===== config.mk =====
export PLATFORM = sky130hd
export DESIGN_NAME = pwm_duty_decoder
export DESIGN_NICKNAME = d
export VERILOG_FILES = /design/src/rtl/pwm_duty_decoder.sv
export SDC_FILE = /design/constraint.sdc
export NUM_CORES = 1
export LEC_CHECK = 0
export CAP_MARGIN = 20
export CELL_PAD_IN_SITES_DETAIL_PLACEMENT = 0
export CELL_PAD_IN_SITES_GLOBAL_PLACEMENT = 1
export CORE_UTILIZATION = 30
export DETAILED_ROUTE_END_ITERATION = 10
export PLACE_DENSITY = 0.55
export SLEW_MARGIN = 25
export SYNTH_ARGS = -nofsm -noshare
export SYNTH_HDL_FRONTEND = slang
export SYNTH_SLANG_ARGS = --single-unit

===== constraint.sdc =====
create_clock -name CLKNEXYS -period 7.12 [get_ports CLKNEXYS]
set_input_delay 2.136 -clock CLKNEXYS [delete_from_list [all_inputs] [get_ports CLKNEXYS]]
set_output_delay 2.136 -clock CLKNEXYS [all_outputs]
set_load 0.03 [all_outputs]

===== src/rtl/pwm_duty_decoder.sv =====
// Receive side of the PWM link: measures the period and high time of salida_i in clock
// cycles and recovers the 0..10 duty setting with a ten-step repeated-addition divider.
module pwm_duty_decoder #(
    parameter int CW      = 20,
    parameter int TIMEOUT = 1_000_000
) (
    input  logic          CLKNEXYS,
    input  logic          MRst,
    input  logic          En_i,
    input  logic          salida_i,
    output logic [CW-1:0] period_o,
    output logic [CW-1:0] high_o,
    output logic [3:0]    duty_o,
    output logic          valid_o,
    output logic          no_signal_o,
    output logic          overrun_o
);
    localparam int            TW        = CW + 4;
    localparam logic [CW-1:0] TO_CNT    = CW'(TIMEOUT);
    localparam logic [3:0]    DIV_STEPS = 4'd10;

    typedef enum logic [1:0] {SEEK, HIGH, LOW} meas_state_t;
    typedef enum logic       {DIV_IDLE, DIV_RUN} div_state_t;

    meas_state_t   meas_q, meas_d;
    div_state_t    div_q, div_d;
    logic          sync1_q, sync1_d, sync2_q, sync2_d, prev_q, prev_d;
    logic [CW-1:0] cnt_q, cnt_d, hi_lat_q, hi_lat_d;
    logic [CW-1:0] dper_q, dper_d, dhi_q, dhi_d;
    logic [TW-1:0] tgt_q, tgt_d, acc_q, acc_d;
    logic [3:0]    k_q, k_d, step_q, step_d;
    logic [CW-1:0] period_q, period_d, high_q, high_d;
    logic [3:0]    duty_q, duty_d;
    logic          valid_q, valid_d, nosig_q, nosig_d, overrun_q, overrun_d;
    logic          rise, fall, timed_out, start, timeout;
    logic [TW:0]   acc_next;

    // Adding half a period before the division turns truncation into round-to-nearest.
    function automatic logic [TW-1:0] round_target(input logic [CW-1:0] hi,
                                                   input logic [CW-1:0] per);
        return TW'(hi) * TW'(10) + TW'(per >> 1);
    endfunction

    function automatic logic [3:0] saturate_duty(input logic [3:0] k);
        return (k > 4'd10) ? 4'd10 : k;
    endfunction

    always_comb begin
        sync1_d   = salida_i;
        sync2_d   = sync1_q;
        prev_d    = sync2_q;
        rise      = sync2_q & ~prev_q;
        fall      = ~sync2_q & prev_q;
        timed_out = (cnt_q >= TO_CNT);
        acc_next  = {1'b0, acc_q} + (TW+1)'(dper_q);

        meas_d    = meas_q;
        cnt_d     = cnt_q;
        hi_lat_d  = hi_lat_q;
        div_d     = div_q;
        dper_d    = dper_q;
        dhi_d     = dhi_q;
        tgt_d     = tgt_q;
        acc_d     = acc_q;
        k_d       = k_q;
        step_d    = step_q;
        period_d  = period_q;
        high_d    = high_q;
        duty_d    = duty_q;
        valid_d   = 1'b0;
        nosig_d   = nosig_q;
        overrun_d = overrun_q;
        start     = 1'b0;
        timeout   = 1'b0;

        if (!En_i) begin
            meas_d = SEEK;
            cnt_d  = '0;
        end else begin
            case (meas_q)
                SEEK: begin
                    if (rise) begin
                        cnt_d  = CW'(1);
                        meas_d = HIGH;
                    end else if (timed_out) begin
                        timeout = 1'b1;
                        cnt_d   = '0;
                    end else begin
                        cnt_d = cnt_q + CW'(1);
                    end
                end
                HIGH: begin
                    if (fall) begin
                        hi_lat_d = cnt_q;
                        cnt_d    = cnt_q + CW'(1);
                        meas_d   = LOW;
                    end else if (timed_out) begin
                        timeout = 1'b1;
                        cnt_d   = '0;
                        meas_d  = SEEK;
                    end else begin
                        cnt_d = cnt_q + CW'(1);
                    end
                end
                LOW: begin
                    if (rise) begin
                        start  = 1'b1;
                        cnt_d  = CW'(1);
                        meas_d = HIGH;
                    end else if (timed_out) begin
                        timeout = 1'b1;
                        cnt_d   = '0;
                        meas_d  = SEEK;
                    end else begin
                        cnt_d = cnt_q + CW'(1);
                    end
                end
                default: meas_d = SEEK;
            endcase
        end

        // The divider always takes the full ten steps so its busy window, and hence the
        // shortest period that avoids overrun, does not depend on the duty value.
        case (div_q)
            DIV_IDLE: begin
                if (start) begin
                    tgt_d  = round_target(hi_lat_q, cnt_q);
                    dper_d = cnt_q;
                    dhi_d  = hi_lat_q;
                    acc_d  = '0;
                    k_d    = '0;
                    step_d = '0;
                    div_d  = DIV_RUN;
                end
            end
            DIV_RUN: begin
                if (start) overrun_d = 1'b1;
                if (step_q == DIV_STEPS) begin
                    duty_d   = saturate_duty(k_q);
                    period_d = dper_q;
                    high_d   = dhi_q;
                    nosig_d  = 1'b0;
                    valid_d  = 1'b1;
                    div_d    = DIV_IDLE;
                end else begin
                    step_d = step_q + 4'd1;
                    if (k_q < 4'd10 && acc_next <= {1'b0, tgt_q}) begin
                        acc_d = acc_next[TW-1:0];
                        k_d   = k_q + 4'd1;
                    end
                end
            end
            default: div_d = DIV_IDLE;
        endcase

        if (timeout) begin
            nosig_d  = 1'b1;
            period_d = '0;
            high_d   = '0;
            duty_d   = sync2_q ? 4'd10 : 4'd0;
            valid_d  = 1'b1;
        end
    end

    always_ff @(posedge CLKNEXYS) begin
        if (MRst) begin
            sync1_q   <= 1'b0;
            sync2_q   <= 1'b0;
            prev_q    <= 1'b0;
            meas_q    <= SEEK;
            div_q     <= DIV_IDLE;
            cnt_q     <= '0;
            period_q  <= '0;
            high_q    <= '0;
            duty_q    <= '0;
            valid_q   <= 1'b0;
            nosig_q   <= 1'b0;
            overrun_q <= 1'b0;
        end else begin
            sync1_q   <= sync1_d;
            sync2_q   <= sync2_d;
            prev_q    <= prev_d;
            meas_q    <= meas_d;
            div_q     <= div_d;
            cnt_q     <= cnt_d;
            period_q  <= period_d;
            high_q    <= high_d;
            duty_q    <= duty_d;
            valid_q   <= valid_d;
            nosig_q   <= nosig_d;
            overrun_q <= overrun_d;
        end
    end

    always_ff @(posedge CLKNEXYS) begin
        hi_lat_q <= hi_lat_d;
        dper_q   <= dper_d;
        dhi_q    <= dhi_d;
        tgt_q    <= tgt_d;
        acc_q    <= acc_d;
        k_q      <= k_d;
        step_q   <= step_d;
    end

    assign period_o    = period_q;
    assign high_o      = high_q;
    assign duty_o      = duty_q;
    assign valid_o     = valid_q;
    assign no_signal_o = nosig_q;
    assign overrun_o   = overrun_q;
endmodule


==> metrics, run 1 <==
Hold-fix buffers, CTS=0; Pwr per Cell Area=182 mW/mm^2; Top-Level Pins=51; most common flop cell mapped by yosys=edfxtp_1; DRT Pass-1 Iters=4; Synth async-reset ratio=0%; syn_area_per_cell=10.1 sq um; total CTS buffers=17; largest net degree at the start of global routing=64; drt wl/cell=16.8 microns; syn_nets=1137; H-tree depth=4; Final nets=1187; TritonCTS clock tree=yes; largest fanout on the critical path=28; FF+latch area=0.00491 sq mm; leakage power=4.57 nW; Netlist Area Pre-Place=0.0104 sq mm; status=finished, final reports clean; Syn Inst Count=1026; CP Capture Type=flip-flop; Placed Cells=1505; WP data arrival=4.75 ns; n_diodes=0; post-CTS setup buffers=0; Layout fillers=3480; CP Capture Point=acc_q[3]; final cell count without fillers=1537; total gr overflow=0; Final Power=2.19 mW; R2R setup slack=2.48 ns; post-CTS sizing=0; core area=0.0338 sq mm; R2R Path End=acc_q[3]; Max rail drop VDD=0.000172 V; # rows=67; global-route wire length before repair=41800 microns; Vias per Instance=4.83; DRC Markers=0; 1st-iter DRT viols=369; Max Buffers Root-to-Sink=2; port buffer count=50; Final Cycle Share=65.2%; area occupied by multi-input gates=0.00520 sq mm; vias in the first global route=7467; Area Overhead vs Synth=16.0%; antenna-violating nets left=0; Fin. Hold Viols=0; slew margin rel.=41.8%; startpoint types=flip-flop; initial antenna violation count=0; Seq/Total Area, Yosys=47.4%; crit path kind=flip-flop to flip-flop; RSZ-0062 raised after global routing=no; WP data required=7.23 ns; Seq cells post-synth=188; clock latency at the later pin of the worst-skew pair=0.45 ns; setup TNS=0 ns; Total Routing Usage GR=15.4%; Initial Util=30.7%; share of layout cells above drive strength 1=6.34%; DIE HEIGHT=188 microns; Tightest Hold Check Type=flip-flop to flip-flop; Synth cell types=68; # setup viols final=0; GPL Wtd Cong=0.792; placed instance area=0.0114 sq mm; DRT Wirelength=25800 microns; via count=7428; f_max=0.215 GHz; clk sink count=188; width of the die=188 microns; clk_skew=0.0128 ns; max-slew violations=0; die area=0.0353 sq mm; Yosys warnings=0; DP Wirelength=18500 microns; post-route cell area=0.0120 sq mm; Slew @ Worst Pin=0.873 ns; root buffer cell=clkbuf_16; max-cap violations=0; min Tclk post-route=4.64 ns; FF-to-FF path depth=18; Reg clk slew, reported paths=0.08 ns; r2r startpoint=dper_q[0]; Setup crit start=dper_q[0]; number of synthesized flops with an enable pin=115; Core Util, Final=35.6%
-- where the power goes --
| group | internal, mW | switching [mW] |
|---|---|---|
| Combinational | 0.00699 | 0.0165 |
| Sequential | 1.14 | 0.00260 |
| Clock | 0.539 | 0.483 |
-- synthesized netlist by cell type, types with 6 or more instances --
cell type  instances  share of area [%]
a21o_1            23                1.7
a21oi_1          112                5.4
a31oi_1            6               0.36
and2_1            21                1.3
and3_1            13               0.78
clkbuf_1          19               0.69
dfxtp_1           73                 14
edfxtp_1         115                 33
ha_1             104                 13
inv_1             49                1.8
nand2_1          123                4.5
nand2b_1          13               0.78
nand3_1           21                1.0
nand4_1           11               0.66
nor2_1            68                2.5
nor2b_1           18                1.1
nor3_1            18               0.87
nor3b_1            9               0.65
nor4_1            11               0.66
o211ai_1           7               0.51
o21ai_0           41                2.0
o21ai_1            7               0.34
xnor2_1           40                3.4
xor2_1            17                1.4
-- worst max-delay path, cell delays in order, from the launching register on --
cell and delay, ns:
edfxtp_1 0.40, ha_1 0.26, fa_1 0.41, a21o_1 0.18
a21oi_1 0.26, o21ai_0 0.16, nand3_1 0.18, a21oi_2 0.12
o31ai_4 0.32, a21oi_1 0.13, xor2_1 0.16, ha_1 0.30
a21o_1 0.18, a21oi_1 0.19, nand3b_1 0.11, nor4_1 0.30
a21oi_1 0.13, o22ai_2 0.12, buf_4 0.38
-- state kept, by name (all words and copies together) (netlist names), 2 cells and up --
name and flops:
acc_q 24, tgt_q 23, cnt_q 20, dhi_q 20
dper_q 20, hi_lat_q 20, high_o 20, period_o 20
duty_o 4, k_q 4, step_q 4, meas_q 2
-- metrics by stage --
| step | hold WS (ns) | setup slack [ns] |
|---|---|---|
| 2_1_floorplan | 0.414 | 1.64 |
| 3_3_place_gp | 0.428 | 2.53 |
| 3_5_place_dp | 0.432 | 2.46 |
| 4_1_cts | 0.454 | 2.46 |
| 5_1_grt | 0.466 | 2.06 |
| 6_report | 0.445 | 2.48 |
-- how the worst min path moves through the flow --
stage | startpoint | endpoint | slack, ns | cells past startpoint
2_1_floorplan | sync1_q | prev_d | 0.41 | 1
3_3_place_gp | sync1_q | prev_d | 0.43 | 1
3_5_place_dp | sync1_q | prev_d | 0.43 | 1
4_1_cts | sync1_q | prev_d | 0.45 | 1
5_1_grt | sync1_q | prev_d | 0.47 | 1
6_report | sync1_q | prev_d | 0.44 | 1
-- layer usage --
layer  global-route usage, %  vias to the layer above  part of all wire (%)  routed length (microns)
met5                       0                        -                     0                        0
met4                    4.53                        0                   1.2                      312
met3                    2.40                       16                   2.1                      541
met2                    24.0                       67                    44                    11400
met1                    21.8                     3523                    53                    13500
li1                        -                     3822                     -                        -
-- cells in the final DEF, fill, tap and decap left out, types with 5 or more instances in the layout --
cell	count
and2_1	21
edfxtp_1	115
a21oi_2	5
a21o_1	23
ha_1	104
nor3b_1	9
nor4_1	11
inv_6	6
o211ai_1	7
o21bai_1	5
and3_1	12
nor2b_1	18
nand3_1	21
dfxtp_1	73
clkdlybuf4s50_1	50
a21oi_1	112
inv_1	49
nand2b_1	11
clkbuf_16	17
o21a_1	5
o21ai_0	41
nand2_1	123
buf_4	6
xor2_1	17
nand4_1	11
xnor2_1	40
a31oi_1	6
nor3_1	17
o21ai_1	7
nor2_1	67
-- logic make-up after synthesis --
group                      after synthesis  share of synthesized area, %
muxes                                    4                         0.386
DFF                                    188                          47.4
adders and majority gates              107                          13.1
xor gates and xnor gates                57                          4.82
buffers and inverters                   74                          2.74
AOI/OAI and AO/OA                      252                          15.3
and+or+nand+nor                        344                          16.2
-- cell type report --
class	count	share of cell area (%)
inverters	49	1.53
multi-input cells	764	43.2
well taps	448	4.66
repair buffers	56	4.54
clock buffers	17	3.54
clock inverters	15	1.61
flip-flops and latches	188	40.9
Note: power is estimated with default switching activity, not from simulation.
==> inputs of run 2 (changes only) <==
Settings changed: PLACE_DENSITY 0.55 to 0.57.
Clock period 7.12 ns to 3.88 ns, I/O delays scaled along.
==> metrics, run 2 (synthesized netlist as in run 1, its figures left out) <==
WP data required=4.04 ns (-3.19 ns); drt wl/cell=16.2 microns (-3.3%); antenna-violating nets left=0 (unchanged); CP Capture Type=flip-flop; DRT Pass-1 Iters=4 (unchanged); pre-CTS setup slack=-0.302 ns (-2.77 ns); most common cell after layout, fill and taps aside=buf_4; TritonCTS clock tree=yes; share of layout cells above drive strength 1=21.8% (+15 points); RSZ-0062 raised after global routing=yes; core area=0.0338 sq mm (unchanged); status=finished with violations; total CTS buffers=17 (unchanged); setup TNS=-3.88 ns (-3.88 ns); max-slew violations=0 (unchanged); Hold-fix buffers, CTS=0 (unchanged); Final Cycle Share=104% (+39 points); Slew @ Worst Pin=0.731 ns (-0.142 ns); critical path's top delay family=compound AO/OA/AOI/OAI gates; die area=0.0353 sq mm (unchanged); failing checks=negative setup slack; slew margin rel.=51.1% (+9.4 points); area occupied by multi-input gates=0.00566 sq mm (+8.9%); GR Util met1=21.4% (-0.44 points); root buffer cell=clkbuf_16; max-cap violations=0 (unchanged); vias in the first global route=7984 (+6.9%); max reg flops=24 (unchanged); crit path kind=flip-flop to flip-flop; Pwr per Cell Area=284 mW/mm^2 (+56%); largest fanout on the critical path=7 (-75%); min Tclk post-route=4.05 ns (-0.590 ns); CP max stage delay=0.46 ns (+0.05 ns); DIE HEIGHT=188 microns (unchanged); f_max=0.247 GHz (+15%); DP Wirelength=19000 microns (+3.2%); met2 Usage GRT=25.6% (+1.7 points); Top-Level Pins=51 (unchanged); # rows=67 (unchanged); clk sink count=188 (unchanged); WP data arrival=4.21 ns (-0.54 ns); port buffer count=50 (unchanged); GR peak layer=met2; width of the die=188 microns (unchanged); final worst slack=-0.171 ns (-2.65 ns); Fin. Hold Viols=0 (unchanged); largest net degree at the start of global routing=64 (unchanged); leakage power=5.29 nW (+16%); startpoint types=flip-flop; Reg clk slew, reported paths=0.07 ns (about the same); Final nets=1324 (+12%); Vias per Instance=4.78 (-1.1%); FF+latch area=0.00491 sq mm (unchanged); H-tree depth=4 (unchanged); Largest regs=acc_q (24), tgt_q (23); 1st-iter DRT viols=367 (-0.54%); commonest non-fill, non-tap cells in the layout=131 x buf_4, 122 x nand2_1, 115 x edfxtp_1, 97 x a21oi_1, 85 x ha_1; M3 GR Usage=2.23% (-0.17 points); clk_skew=0.00886 ns (-0.00392 ns); critical path, cell by cell=buf_6, fa_2, a21o_1, a21oi_2, o21ai_2, nand3_2, buf_6, a21oi_4, o31ai_4, buf_4, a21oi_1, a31oi_1, ha_1, nand4_1, nor4_2, a22oi_1, a21oi_2, a21oi_2, o22ai_4, buf_6, buf_8; n_diodes=0 (unchanged); global-route wire length before repair=42900 microns (+2.5%); Tightest Hold Check Type=flip-flop to flip-flop; Max rail drop VDD=0.000324 V (+88%); most flop-heavy register=acc_q; Total Routing Usage GR=15.7% (+0.38 points); Max Buffers Root-to-Sink=2 (unchanged); Layout fillers=3357 (-3.5%); Area Overhead vs Synth=30.4%; # setup viols final=29 (+29); DRC Markers=0 (unchanged); total gr overflow=0 (unchanged); GPL Wtd Cong=0.826 (+4.3%); initial antenna violation count=0 (unchanged); Initial Util=30.7% (unchanged); via count=8002 (+7.7%); DRT Wirelength=27100 microns (+5.4%); clock latency at the later pin of the worst-skew pair=0.45 ns (about the same); Crit-path slowest cell=edfxtp_1; worst path bufs/invs=5 (+4)
[run 2: cell count changes in the layout (fill, tap and decap cells not counted), sizes merged]
cell,change
buf,+137
bufinv,-2
clkbuf,+2
clkinvlp,+2
inv,-2
[run 2: worst paths after layout]
| path | start | end | slack [ns] | depth (start not counted) |
|---|---|---|---|---|
| min | sync1_q | prev_d | 0.44 | 1 |
| max | acc_q[1] | acc_q[1] | -0.17 | 21 |
| min reg2reg | sync1_q | prev_d | 0.44 | 1 |
| max reg2reg | acc_q[1] | acc_q[1] | -0.17 | 21 |
[run 2: worst reg2reg max path, stage by stage (launching register included)]
cell and delay (ns):
edfxtp_1 0.46, buf_6 0.16, fa_2 0.35, a21o_1 0.18, a21oi_2 0.17, o21ai_2 0.09, nand3_2 0.09, buf_6 0.11
a21oi_4 0.06, o31ai_4 0.20, buf_4 0.16, a21oi_1 0.07, a31oi_1 0.22, ha_1 0.18, nand4_1 0.14, nor4_2 0.34
a22oi_1 0.14, a21oi_2 0.17, a21oi_2 0.06, o22ai_4 0.13, buf_6 0.15, buf_8 0.13
[run 2: cell type report]
cell class	instances	area share [%]
multi-input combinational	764	41.9
sequential	188	36.4
timing repair buffer	193	12.3
tap	448	4.15
clock buffer	19	3.20
inverter	49	1.36
clock inverter	13	0.796
[run 2: power by group]
group	leakage (nW)	switching (mW)	internal [mW]
Combinational	3.37	0.0319	0.0157
Sequential	1.66	0.00487	2.10
Clock	0.261	0.845	0.840
[run 2: metal layers]
layer  part of all wire (%)  up-vias
met3                    2.0       23
li1                       -     4090
met5                      0        -
met1                     50     3811
met4                    1.7        0
met2                     46       78
[run 2: per-stage QoR]
step                cell area (sq um)  util (%)  cells  hold slack (ns)  total power [mW]
finish                          13500      40.0   1674            0.443              3.83
global route                    13500      40.0   1674            0.465              3.96
CTS                             13200      39.0   1664            0.452              3.90
detailed placement              12300      36.5   1621            0.427              2.19
global placement                12300      36.5   1621            0.440              2.19
floorplan                       10400         -   1026            0.414              2.17
[run 2: timing repair]
action	CTS	global route
pin swaps	18	44
setup endpoints to repair	36	36
gates resized for setup	41	53
gates cloned	2	0
buffers inserted	9	13
==> inputs of run 3 (changes only) <==
--- a/config.mk
+++ b/config.mk
@@ -13,3 +13,3 @@
 export PLACE_DENSITY = 0.57
-export SLEW_MARGIN = 25
+export SLEW_MARGIN = 0
 export SYNTH_ARGS = -nofsm -noshare
--- a/constraint.sdc
+++ b/constraint.sdc
@@ -3,2 +3,2 @@
 set_output_delay 1.164 -clock CLKNEXYS [all_outputs]
-set_load 0.03 [all_outputs]
+set_load 0.1 [all_outputs]
==> metrics, run 3 (synthesized netlist as in run 1, its figures left out) <==
status=finished with violations; failing checks=negative setup slack; Area Overhead vs Synth=31.1%; r2r startpoint=dper_q[11]; f_max=0.249 GHz (+0.88%); 1st-iter DRT viols=392 (+6.8%); root buffer cell=clkbuf_16; max-slew violations=0 (unchanged); placed instance area=0.0122 sq mm (-0.73%); GR peak layer=met2; leakage power=5.49 nW (+3.8%); GPL Wtd Cong=0.813 (-1.6%); vias in the first global route=7917 (-0.84%); total CTS buffers=17 (unchanged); Max rail drop VDD=0.000313 V (-3.5%); slew margin rel.=35.7% (-15 points); largest fanout on the critical path=7 (unchanged); commonest non-fill, non-tap cells in the layout=190 x buf_4, 122 x nand2_1, 115 x edfxtp_1, 98 x a21oi_1, 86 x ha_1; port buffer count=50 (unchanged); crit path kind=flip-flop to flip-flop; Hold-fix buffers, CTS=0 (unchanged); Reg clk slew, reported paths=0.07 ns (about the same); RSZ-0062 raised after global routing=yes; Fin. Hold Viols=0 (unchanged); share of layout cells above drive strength 1=26.3% (+4.6 points); GR Util met1=21.8% (+0.41 points); Vias per Instance=4.77 (-0.27%); final worst slack=-0.136 ns (+0.0353 ns); width of the die=188 microns (unchanged); Max Buffers Root-to-Sink=2 (unchanged); largest net degree at the start of global routing=64 (unchanged); M3 GR Usage=2.84% (+0.62 points); drt wl/cell=16.4 microns (+1.4%); CP Capture Type=flip-flop; post-route cell area=0.0136 sq mm (+0.49%); Largest regs=acc_q (24), tgt_q (23); min Tclk post-route=4.02 ns (-0.0353 ns); met2 Usage GRT=26.5% (+0.87 points); max-cap violations=0 (unchanged); WHS=0.453 ns (+0.00998 ns); H-tree depth=4 (unchanged); max reg flops=24 (unchanged); n_diodes=0 (unchanged); startpoint types=flip-flop; die area=0.0353 sq mm (unchanged); Tightest Hold Check Type=flip-flop to flip-flop; WP data required=4.05 ns (about the same); DRT Wirelength=27800 microns (+2.3%); Top-Level Pins=51 (unchanged); clk_skew=0.0101 ns (+0.00124 ns); DRC Markers=0 (unchanged); Pwr per Cell Area=282 mW/mm^2 (-0.66%); Final Cycle Share=104% (-0.91 points); total gr overflow=0 (unchanged); clock latency at the later pin of the worst-skew pair=0.45 ns (about the same); DRT Pass-1 Iters=7 (+3); Final nets=1340 (+1.2%); DIE HEIGHT=188 microns (unchanged); # rows=67 (unchanged); TritonCTS clock tree=yes; clk sink count=188 (unchanged); Setup crit start=dper_q[11]; Total Routing Usage GR=16.0% (+0.23 points); WP data arrival=4.19 ns (-0.02 ns); # setup viols final=29 (unchanged); Final Power=3.83 mW (-0.17%); Slew @ Worst Pin=0.962 ns (+0.231 ns); core area=0.0338 sq mm (unchanged); antenna-violating nets left=0 (unchanged); initial antenna violation count=0 (unchanged); via count=8057 (+0.69%); most flop-heavy register=acc_q; most common cell after layout, fill and taps aside=buf_4; Initial Util=30.7% (unchanged); hold_sp=sync1_q; DP Wirelength=19700 microns (+3.2%); global-route wire length before repair=43700 microns (+1.8%); Core Util, Final=40.2% (+0.20 points)
[run 3: cell count changes in the layout (fill, tap and decap cells not counted), sizes merged]
cell | before | now
clkinv | 3 | 5
buf | 143 | 203
inv | 57 | 58
clkdlybuf4s50 | 50 | 5
clkinvlp | 2 | 0
[run 3: final timing paths]
| check | to | slack [ns] | cells past startpoint |
|---|---|---|---|
| setup reg to reg | acc_q[21] | -0.14 | 17 |
| hold / removal | prev_d | 0.45 | 1 |
| hold reg to reg | prev_d | 0.45 | 1 |
| setup / recovery | acc_q[21] | -0.14 | 17 |
[run 3: metal layers]
| layer | wire [microns] | vias to the layer above |
|---|---|---|
| li1 | - | 4117 |
| met1 | 13800 | 3851 |
| met2 | 13200 | 78 |
| met3 | 613 | 11 |
| met4 | 163 | 0 |
| met5 | 0 | - |
[run 3: timing repair]
item | 4_1_cts | 5_1_grt
endpoints found under the setup margin | 35 | 36
buffers inserted | 18 | 12
hold endpoints to repair | 0 | 0
pin swaps | 15 | 49
resized for setup | 40 | 48
cloned | 2 | 1
[run 3: final cells by class]
type                    instances  area [sq um]
fillers                      3322         20200
multi-input cells             764          5650
flip-flops and latches        188          4910
repair buffers                209          1730
well taps                     448           561
clock buffers                  18           429
inverters                      49           184
clock inverters                14           108
[run 3: per-stage QoR]
step / std cells / setup WS (ns) / TNS, ns
3_5_place_dp: 1624 / -0.291 / -8.17
5_1_grt: 1690 / -0.313 / -9.24
2_1_floorplan: 1026 / -0.130 / -3.65
4_1_cts: 1676 / -0.159 / -3.95
6_report: 1690 / -0.136 / -3.58
3_3_place_gp: 1624 / -0.270 / -6.65
[run 3: report_power, final]
| group | switching, mW | internal (mW) |
|---|---|---|
| combinational | 0.0318 | 0.0158 |
| clock | 0.842 | 0.836 |
| sequential | 0.00489 | 2.10 |
[run 3: critical path, cell delays in order (launching register included)]
cell and delay (ns):
edfxtp_1 0.45, ha_1 0.33, nand2_1 0.07, or3_4 0.39, a31oi_4 0.22, o31ai_4 0.09, a21oi_2 0.19, o21ai_1 0.11
nor3b_2 0.21, xor2_1 0.24, ha_1 0.29, a21oi_2 0.16, nand3b_1 0.13, nor4_2 0.29, a21oi_2 0.10, o22ai_4 0.15
buf_12 0.16, clkbuf_16 0.15
